**src/rtl/swim_rx.sv**
```systemverilog
// swim_rx: STM8 SWIM receive decoder (pulse-width bit slicer, frame assembler).
// Define SWIM_RX_ACK_EN to answer each completed frame with an ack/nack on swim_oe.
module swim_rx #(
    parameter int BIT_THRESH   = 66,
    parameter int MIN_LOW      = 3,
    parameter int TIMEOUT      = 528,
    parameter int START_VAL    = 1,
    parameter int ACK_GAP      = 16,
    parameter int ACK_LOW_ONE  = 12,
    parameter int ACK_LOW_ZERO = 120
) (
    input  logic       clk,
    input  logic       reset,
    input  logic       swim_in,
    output logic [7:0] rx_data,
    output logic       rx_valid,
    input  logic       rx_ready,
    output logic       parity_err,
    output logic       frame_err,
    output logic       overrun,
    output logic       swim_oe
);

    localparam logic [15:0] THRESH_W = 16'(BIT_THRESH);
    localparam logic [15:0] MIN_W    = 16'(MIN_LOW);
    localparam logic [15:0] TOUT_W   = 16'(TIMEOUT);
    localparam logic        START_B  = 1'(START_VAL);

`ifdef SWIM_RX_ACK_EN
    typedef enum logic [2:0] {
        S_IDLE,
        S_LOW,
        S_HIGH,
        S_ACK_WAIT,
        S_ACK_DRIVE
    } state_t;
    localparam state_t S_DONE = S_ACK_WAIT;
    localparam logic [15:0] GAP_W  = 16'(ACK_GAP);
    localparam logic [15:0] ONE_W  = 16'(ACK_LOW_ONE);
    localparam logic [15:0] ZERO_W = 16'(ACK_LOW_ZERO);
`else
    typedef enum logic [1:0] {
        S_IDLE,
        S_LOW,
        S_HIGH
    } state_t;
    localparam state_t S_DONE = S_IDLE;
`endif

    logic        sync1;
    logic        sync2;
    logic        line_d;
    logic        fall;
    logic        rise;
    state_t      state;
    logic        from_high;
    logic [3:0]  bit_cnt;
    logic [15:0] wcnt;
    logic [15:0] tcnt;
    logic [7:0]  shreg;
    logic [15:0] wcnt_nx;
    logic [15:0] tcnt_nx;
    logic        bit_val;
    logic        glitch;
    logic        par_ok;
    logic        can_load;

    always_ff @(posedge clk) begin
        if (reset) begin
            sync1  <= 1'b1;
            sync2  <= 1'b1;
            line_d <= 1'b1;
        end else begin
            sync1  <= swim_in;
            sync2  <= sync1;
            line_d <= sync2;
        end
    end

    assign fall     = line_d & ~sync2;
    assign rise     = ~line_d & sync2;
    assign wcnt_nx  = (&wcnt) ? wcnt : wcnt + 16'd1;
    assign tcnt_nx  = (&tcnt) ? tcnt : tcnt + 16'd1;
    assign bit_val  = wcnt < THRESH_W;
    assign glitch   = wcnt < MIN_W;
    assign par_ok   = (^shreg) == bit_val;
    assign can_load = ~rx_valid | rx_ready;

`ifdef SWIM_RX_ACK_EN
    logic        ack_good;
    logic [15:0] ack_len;

    assign ack_len = ack_good ? ONE_W : ZERO_W;
`else
    logic unused_ack;

    assign unused_ack = ^{ACK_GAP, ACK_LOW_ONE, ACK_LOW_ZERO};
    assign swim_oe    = 1'b0;
`endif

    // wcnt: width of the current low pulse; tcnt: time since the last
    // falling edge that produced a real bit (glitches leave it running).
    always_ff @(posedge clk) begin
        if (reset) begin
            state      <= S_IDLE;
            from_high  <= 1'b0;
            bit_cnt    <= 4'd0;
            wcnt       <= 16'd0;
            tcnt       <= 16'd0;
            shreg      <= 8'd0;
            rx_data    <= 8'd0;
            rx_valid   <= 1'b0;
            parity_err <= 1'b0;
            frame_err  <= 1'b0;
            overrun    <= 1'b0;
`ifdef SWIM_RX_ACK_EN
            ack_good   <= 1'b0;
            swim_oe    <= 1'b0;
`endif
        end else begin
            parity_err <= 1'b0;
            frame_err  <= 1'b0;
            overrun    <= 1'b0;
            if (rx_valid && rx_ready) begin
                rx_valid <= 1'b0;
            end
            unique case (state)
                S_IDLE: begin
                    if (fall) begin
                        state     <= S_LOW;
                        from_high <= 1'b0;
                        bit_cnt   <= 4'd0;
                        wcnt      <= 16'd1;
                        tcnt      <= 16'd1;
                    end
                end
                S_LOW: begin
                    wcnt <= wcnt_nx;
                    tcnt <= tcnt_nx;
                    if (rise) begin
                        if (glitch) begin
                            state <= from_high ? S_HIGH : S_IDLE;
                        end else if (bit_cnt == 4'd0) begin
                            if (bit_val != START_B) begin
                                frame_err <= 1'b1;
                                state     <= S_IDLE;
                            end else begin
                                bit_cnt <= 4'd1;
                                tcnt    <= wcnt_nx;
                                state   <= S_HIGH;
                            end
                        end else if (bit_cnt == 4'd9) begin
                            bit_cnt <= 4'd0;
                            wcnt    <= 16'd0;
                            state   <= S_DONE;
                            if (!par_ok) begin
                                parity_err <= 1'b1;
                            end else if (can_load) begin
                                rx_data  <= shreg;
                                rx_valid <= 1'b1;
                            end else begin
                                overrun <= 1'b1;
                            end
`ifdef SWIM_RX_ACK_EN
                            ack_good <= par_ok & can_load;
`endif
                        end else begin
                            shreg   <= {shreg[6:0], bit_val};
                            bit_cnt <= bit_cnt + 4'd1;
                            tcnt    <= wcnt_nx;
                            state   <= S_HIGH;
                        end
                    end
                end
                S_HIGH: begin
                    tcnt <= tcnt_nx;
                    if (fall) begin
                        state     <= S_LOW;
                        from_high <= 1'b1;
                        wcnt      <= 16'd1;
                    end else if (tcnt >= TOUT_W && bit_cnt != 4'd0) begin
                        frame_err <= 1'b1;
                        bit_cnt   <= 4'd0;
                        state     <= S_IDLE;
                    end
                end
`ifdef SWIM_RX_ACK_EN
                S_ACK_WAIT: begin
                    if (fall) begin
                        state     <= S_LOW;
                        from_high <= 1'b0;
                        bit_cnt   <= 4'd0;
                        wcnt      <= 16'd1;
                        tcnt      <= 16'd1;
                    end else if (sync2) begin
                        wcnt <= wcnt_nx;
                        if (wcnt_nx >= GAP_W) begin
                            state   <= S_ACK_DRIVE;
                            swim_oe <= 1'b1;
                            wcnt    <= 16'd1;
                        end
                    end
                end
                // Our own low pulse echoes back through the synchroniser;
                // edges are ignored here and the trailing rise is harmless in IDLE.
                S_ACK_DRIVE: begin
                    if (wcnt >= ack_len) begin
                        swim_oe <= 1'b0;
                        state   <= S_IDLE;
                    end else begin
                        wcnt <= wcnt_nx;
                    end
                end
`endif
                default: begin
                    state <= S_IDLE;
                end
            endcase
        end
    end

endmodule

```
**config.mk**
```make
export PLATFORM = sky130hd
export DESIGN_NAME = swim_rx
export DESIGN_NICKNAME = d
export VERILOG_FILES = /design/src/rtl/swim_rx.sv
export SDC_FILE = /design/constraint.sdc
export NUM_CORES = 1
export LEC_CHECK = 0
export BUFFER_PORTS_ARGS = -buffer_cell sky130_fd_sc_hd__buf_2
export CAP_MARGIN = 5
export CORE_MARGIN = 5
export CORE_UTILIZATION = 50
export CTS_BUF_LIST = sky130_fd_sc_hd__clkbuf_8
export DETAILED_ROUTE_END_ITERATION = 6
export HOLD_SLACK_MARGIN = 0.03
export PLACE_DENSITY = 0.67
export SYNTH_ARGS = -nofsm -noshare
export SYNTH_HDL_FRONTEND = slang
export SYNTH_SLANG_ARGS = --single-unit
```
**constraint.sdc**
```tcl
create_clock -name clk -period 3.21 [get_ports clk]
set_clock_uncertainty 0.2 [all_clocks]
set_input_delay 0.1605 -clock clk [delete_from_list [all_inputs] [get_ports clk]]
set_output_delay 0.1605 -clock clk [all_outputs]
set_load 0.02 [all_outputs]
```
# ---- Word level (Yosys, flattened, before mapping)
# Index checks and enable logic that the tools add are counted.
dict set report totals {
  inputBits 4
  register_bits 62
  wordCells 119
  out_inout_bits 13
}
dict set report classes {
  eq_ne 13
  order_cmp 3
  reduce_logical 21
  bitwise_logic 12
  add_sub_neg 3
  mux 53
}
# operator count
set op_table {}
lappend op_table {{16-bit two-way mux} 12}
lappend op_table {{16-bit one-hot mux with 3 select lines} 1}
lappend op_table {{16-bit by 1-bit adder with 16-bit output (second input constant)} 2}
lappend op_table {{4-bit two-way mux} 8}
lappend op_table {{16-bit one-hot mux with 2 select lines} 1}
lappend op_table {{16-bit AND reduction} 2}
lappend op_table {{1-bit two-way mux} 18}
lappend op_table {{2-bit two-way mux} 9}
lappend op_table {{16-bit by 10-bit greater-or-equal comparator with 1-bit output (second input constant)} 1}
lappend op_table {{16-bit by 2-bit < comparator with 1-bit output (second input constant)} 1}
lappend op_table {{16-bit by 7-bit < comparator with 1-bit output (second input constant)} 1}
lappend op_table {{7-bit AND reduction} 2}
lappend op_table {{2-bit != test (second input constant)} 6}
lappend op_table {{4-bit one-hot mux with 3 select lines} 1}
lappend op_table {{1-bit NOT} 9}
lappend op_table {{8-bit parity} 1}
lappend op_table {{7-bit OR reduction} 1}
lappend op_table {{3-bit != test (second input constant)} 2}
lappend op_table {{2-bit one-hot mux with 3 select lines} 1}
lappend op_table {{3-bit AND reduction} 2}
lappend op_table {{6-bit OR reduction} 1}
lappend op_table {{5-bit AND reduction} 1}
lappend op_table {{4-bit by 1-bit adder with 4-bit output (second input constant)} 1}
lappend op_table {{4-bit equality test (second input constant)} 1}
lappend op_table {{other kinds (15)} 20}

# ---- Longest topological paths before layout
dict set report logic_depth {
  ltp_word 9
  ltp_mapped 10
  ltp_nobuf 8
}

# ---- Worst setup path before layout
# OpenSTA, ideal clock, no wires.
dict set report synth_timing {
  kind {register -> register}
  startpoint {register wcnt[1]}
  endpoint {register tcnt[0]}
  arrival_time_ns 2.156
  n_path_buf 1
  path_stages_with_launch 8
  path_slack_ns 0.732
  synth_period_minus_slack_ns 2.478
  setup_time_ns 0.122
  path_cell_list {dfxtp_1 ha_1 nand3_1 or4_4 buf_6 xnor2_2 or4b_1 o311a_1}
}
dict set report synth_via {
  elab_chain_len 7
  elab_cells_between_ends 10
  classes_between {2 x order compare; 7 x mux; 1 x reduce/logical}
}
# item line
set synth_lines {}
lappend synth_lines {{from (decl)} 58} ;# logic [15:0] wcnt;
lappend synth_lines {{from (signal assigned)} 138} ;# wcnt <= wcnt_nx;
lappend synth_lines {{branches (longest 4 deep; another with 16-bit by 7-bit < comparator with 1-bit output)} n/a}
lappend synth_lines {{16-bit two-way mux *} 141} ;# if (glitch) begin
lappend synth_lines {{16-bit two-way mux *} 140} ;# if (rise) begin
lappend synth_lines {{16-bit one-hot mux with 3 select lines *} 127} ;# unique case (state)
lappend synth_lines {{to (signal assigned)} 139} ;# tcnt <= tcnt_nx;
lappend synth_lines {{to (signal assigned)} 149} ;# tcnt <= wcnt_nx;
lappend synth_lines {{to (signal assigned)} 170} ;# tcnt <= wcnt_nx;
lappend synth_lines {{to (decl)} 59} ;# logic [15:0] tcnt;
# Mark *: on every way between the ends.
# A chain may end at the register's enable or synchronous reset.

# ---- Worst setup path in the final report
dict set report layout_timing {
  startpoint {register wcnt[0]}
  endpoint {register tcnt[0]}
}
dict set report layout_via {
  elab_chain_len 7
  elab_cells_between_ends 11
  classes_between {1 x add/sub; 2 x order compare; 7 x mux; 1 x reduce/logical}
}
# item line
set layout_lines {}
lappend layout_lines {{16-bit by 1-bit adder with 16-bit output / 16-bit AND reduction (equally long branches)} 82} ;# assign wcnt_nx = (&wcnt) ? wcnt : wcnt + 16'd1;
lappend layout_lines {{16-bit two-way mux} 82}
lappend layout_lines {{16-bit two-way mux (on tied branches)} {152, 144}}
lappend layout_lines {{16-bit two-way mux} 143} ;# end else if (bit_cnt == 4'd0) begin
lappend layout_lines {{16-bit two-way mux *} 141}
lappend layout_lines {{16-bit two-way mux *} 140}
lappend layout_lines {{16-bit one-hot mux with 3 select lines *} 127}
# Every way passes the cells marked *; elsewhere a longest branch is shown, timed or not.

==> flow_summary.json <==
{
  "multi_input_area_um2": 2420,
  "synth-seq-cells": 62,
  "reg2reg_depth": 6,
  "io-pin-count": 17,
  "postLayoutCoreUtil": 0.5533,
  "portBuffers": 15,
  "nNetsFinal": 497,
  "critPathMaxStageDelay_ns": 0.68,
  "dr.pass1.iters": 5,
  "synthDistinctLibCells": 74,
  "fillCellCount": 736,
  "clk_path_buf_depth": 2,
  "syn-num-nets": 493,
  "root_buffer": "clkbuf_8",
  "cts_buffers": 9,
  "clkSlewWorstSetupHoldPaths_ns": 0.08,
  "p_leak_nw": 1.569,
  "num_antenna_cells": 0,
  "reg2reg_slack_ns": 0.52,
  "antenna_left": 0,
  "grt_start_max_net_pins": 42,
  "crit_chain": "ha_1 > nand3_1 > or4_4 > xnor2_2 > or4b_1 > o311a_1",
  "routedWlPerCell_um": 16.20,
  "hp-start": "reset",
  "finalHoldViolCount": 0,
  "wl_um": 9560,
  "grt_first_pass_wirelength_um": 16240,
  "drc": 0,
  "clock-sinks": 62,
  "syn_avg_cell_area_um2": 8.056,
  "track_usage": 0.2038,
  "synth_edf_count": 0,
  "final_common_cell": "dfxtp_1",
  "netlist_area_um2": 3859,
  "hpwl_um": 6789,
  "critPathTopFamily": "simple AND/OR/NAND/NOR gates",
  "crit_path_max_fanout": 15,
  "regArea_um2": 1241,
  "holdPathEnd": "from_high",
  "r2r-end": "tcnt[0]",
  "dpl_cell_area_um2": 3961,
  "cts_tree": "yes",
  "antenna_found_initial": 0,
  "pre_cts_slack_ns": 0.5760,
  "drive_gt1_frac": 0.1230,
  "die_height_um": 97.85,
  "ys.flop_type": "dfxtp_1",
  "start_util": 0.5072,
  "post_cts_resized": 0,
  "vias_per_cell": 6.147,
  "yosysSeqAreaShare": 0.3217,
  "async_reset_ff_frac": 0,
  "status": "finished, final reports clean",
  "htreeDepth": 3,
  "fin_setup_tns_ns": 0,
  "whs_path_depth": 2,
  "grt_overflow": 0,
  "area_growth_pct": 9.079,
  "irDropWorstVdd_mv": 0.2761,
  "start_kind": "flop",
  "timing.final.max_slew_violations": 0,
  "worstPathRequired_ns": 3.25,
  "setup_violations": 0,
  "slowest_stage": "or4_4",
  "final_cell_mix": "dfxtp_1 (62), nand2_1 (57), nor2_1 (36)",
  "slew_headroom": 0.4759,
  "path_class": "flop to flop",
  "vias": 3627,
  "clk_latency_ns": 0.36,
  "core_um2": 7607,
  "dieArea_um2": 9575,
  "rows": 32,
  "rsz0062_at_grt": "no",
  "worst_pin_slew_ns": 0.7861,
  "period_share": 0.8365,
  "power_density_nw_per_um2": 444.1,
  "cap_violations": 0,
  "min_path_type": "input pin to flop",
  "end_kind": "flop",
  "cp_num_buf_inv": 0,
  "timing.final.crit_period_ns": 2.685,
  "gp_congestion": 0.9716,
  "design_area_um2": 4209,
  "grt_pass1_vias": 3271,
  "postSynthCellCount": 479,
  "initialDrtViolationCount": 371,
  "arrival_ns": 2.72,
  "timing.rr.start": "wcnt[0]",
  "fin_ws_ns": 0.5249,
  "max_freq_mhz": 372.4,
  "yosysWarningCount": 0,
  "fp.dieW_um": 97.85
}
[registers in the layout (all words and copies together) (netlist names), 2 cells and up]
name	flops
rx_data	8
bit_cnt	4
tcnt	16
shreg	8
state	2
wcnt	16
[metal layers]
metal | up-vias | track usage | share of wire
li1 | 1771 | - | -
met4 | 0 | 0.07348 | 0.019
met3 | 15 | 0.03714 | 0.061
met5 | - | 0 | 0
met1 | 1709 | 0.2822 | 0.47
met2 | 132 | 0.3173 | 0.45
[worst reg2reg max path, delay by kind of cell, from the launching register on]
kind,cells,cell delay (ns)
adders and majority gates,1,0.33
DFF,1,0.47
xor gates and xnor gates,1,0.17
AOI/OAI and AO/OA,1,0.14
and+or+nand+nor,3,1.27
[area by class of cell]
type	count	area share
Inverter	12	0.01070
Sequential cell	62	0.2949
Clock inverter	7	0.02467
Timing Repair Buffer	24	0.03508
Clock buffer	9	0.02943
Tap cell	102	0.03032
Multi-Input combinational cell	374	0.5749
[worst max-delay path by stage]
stage | startpoint | end | slack (ns) | depth (start not counted)
2_1_floorplan | wcnt[1] | tcnt[0] | 0.73 | 7
3_3_place_gp | wcnt[1] | tcnt[0] | 0.63 | 6
3_5_place_dp | wcnt[1] | tcnt[0] | 0.58 | 6
4_1_cts | wcnt[1] | tcnt[0] | 0.56 | 6
5_1_grt | wcnt[0] | tcnt[6] | 0.36 | 6
6_report | wcnt[0] | tcnt[0] | 0.52 | 6
[cells in the mapped netlist, drive strengths merged, types with 3 or more instances]
cell type	number	share of area
xnor2	14	0.034
o22ai	5	0.0081
or3	7	0.013
nand2b	5	0.0081
nand2	57	0.055
or4	3	0.0068
a211o	5	0.011
a21oi	31	0.040
nor3	9	0.012
a221o	4	0.010
nand3b	4	0.0078
and3	14	0.023
a22o	3	0.0068
o32ai	3	0.0068
o21ai	16	0.021
mux2i	11	0.029
clkbuf	18	0.018
and2	3	0.0049
a31oi	6	0.0097
or2	5	0.0081
nand4	16	0.028
xor2	10	0.023
buf	13	0.023
nor3b	3	0.0058
ha	10	0.032
a21o	7	0.014
o31ai	3	0.0094
inv	12	0.012
a2bb2oi	3	0.0068
dfxtp	62	0.32
nor4	9	0.020
nand3	31	0.043
nor2	36	0.035
and4	5	0.012
nor2b	4	0.0065
[report_power, final]
part	internal (mW)	switching, mW
clock	0.448	0.354
sequential	0.782	0.0156
combinational	0.0883	0.183
total	1.32	0.552
[metrics by stage]
stage / hold WS [ns] / power [mW] / instances
2_1_floorplan: 0.06431 / 1.004 / 479
3_3_place_gp: 0.1452 / 1.069 / 572
3_5_place_dp: 0.1471 / 1.074 / 572
4_1_cts: 0.1720 / 1.876 / 590
5_1_grt: 0.2272 / 1.950 / 590
6_report: 0.1810 / 1.869 / 590
[kinds of logic (layout without fill, tap and decap cells)]
| family | count (synthesis) | after routing | synth area share |
|---|---|---|---|
| flip-flops | 62 | 62 | 0.3217 |
| AND/OR/NAND/NOR | 218 | 218 | 0.3058 |
| AO/OA/AOI/OAI | 110 | 110 | 0.2017 |
| other | 1 | 1 | 0.0009718 |
| multiplexers | 11 | 11 | 0.02854 |
| XOR/XNOR | 24 | 24 | 0.05642 |
| adder cells (fa/ha/maj) | 10 | 10 | 0.03243 |
| buffers and inverters | 43 | 52 | 0.05253 |
[what timing repair did]
item / in CTS / in global routing
hold buffers: 2 / 0
setup buffers: 0 / 0
endpoints found under the hold margin: 3 / 0
No activity file was read; power rests on OpenSTA's default activity.
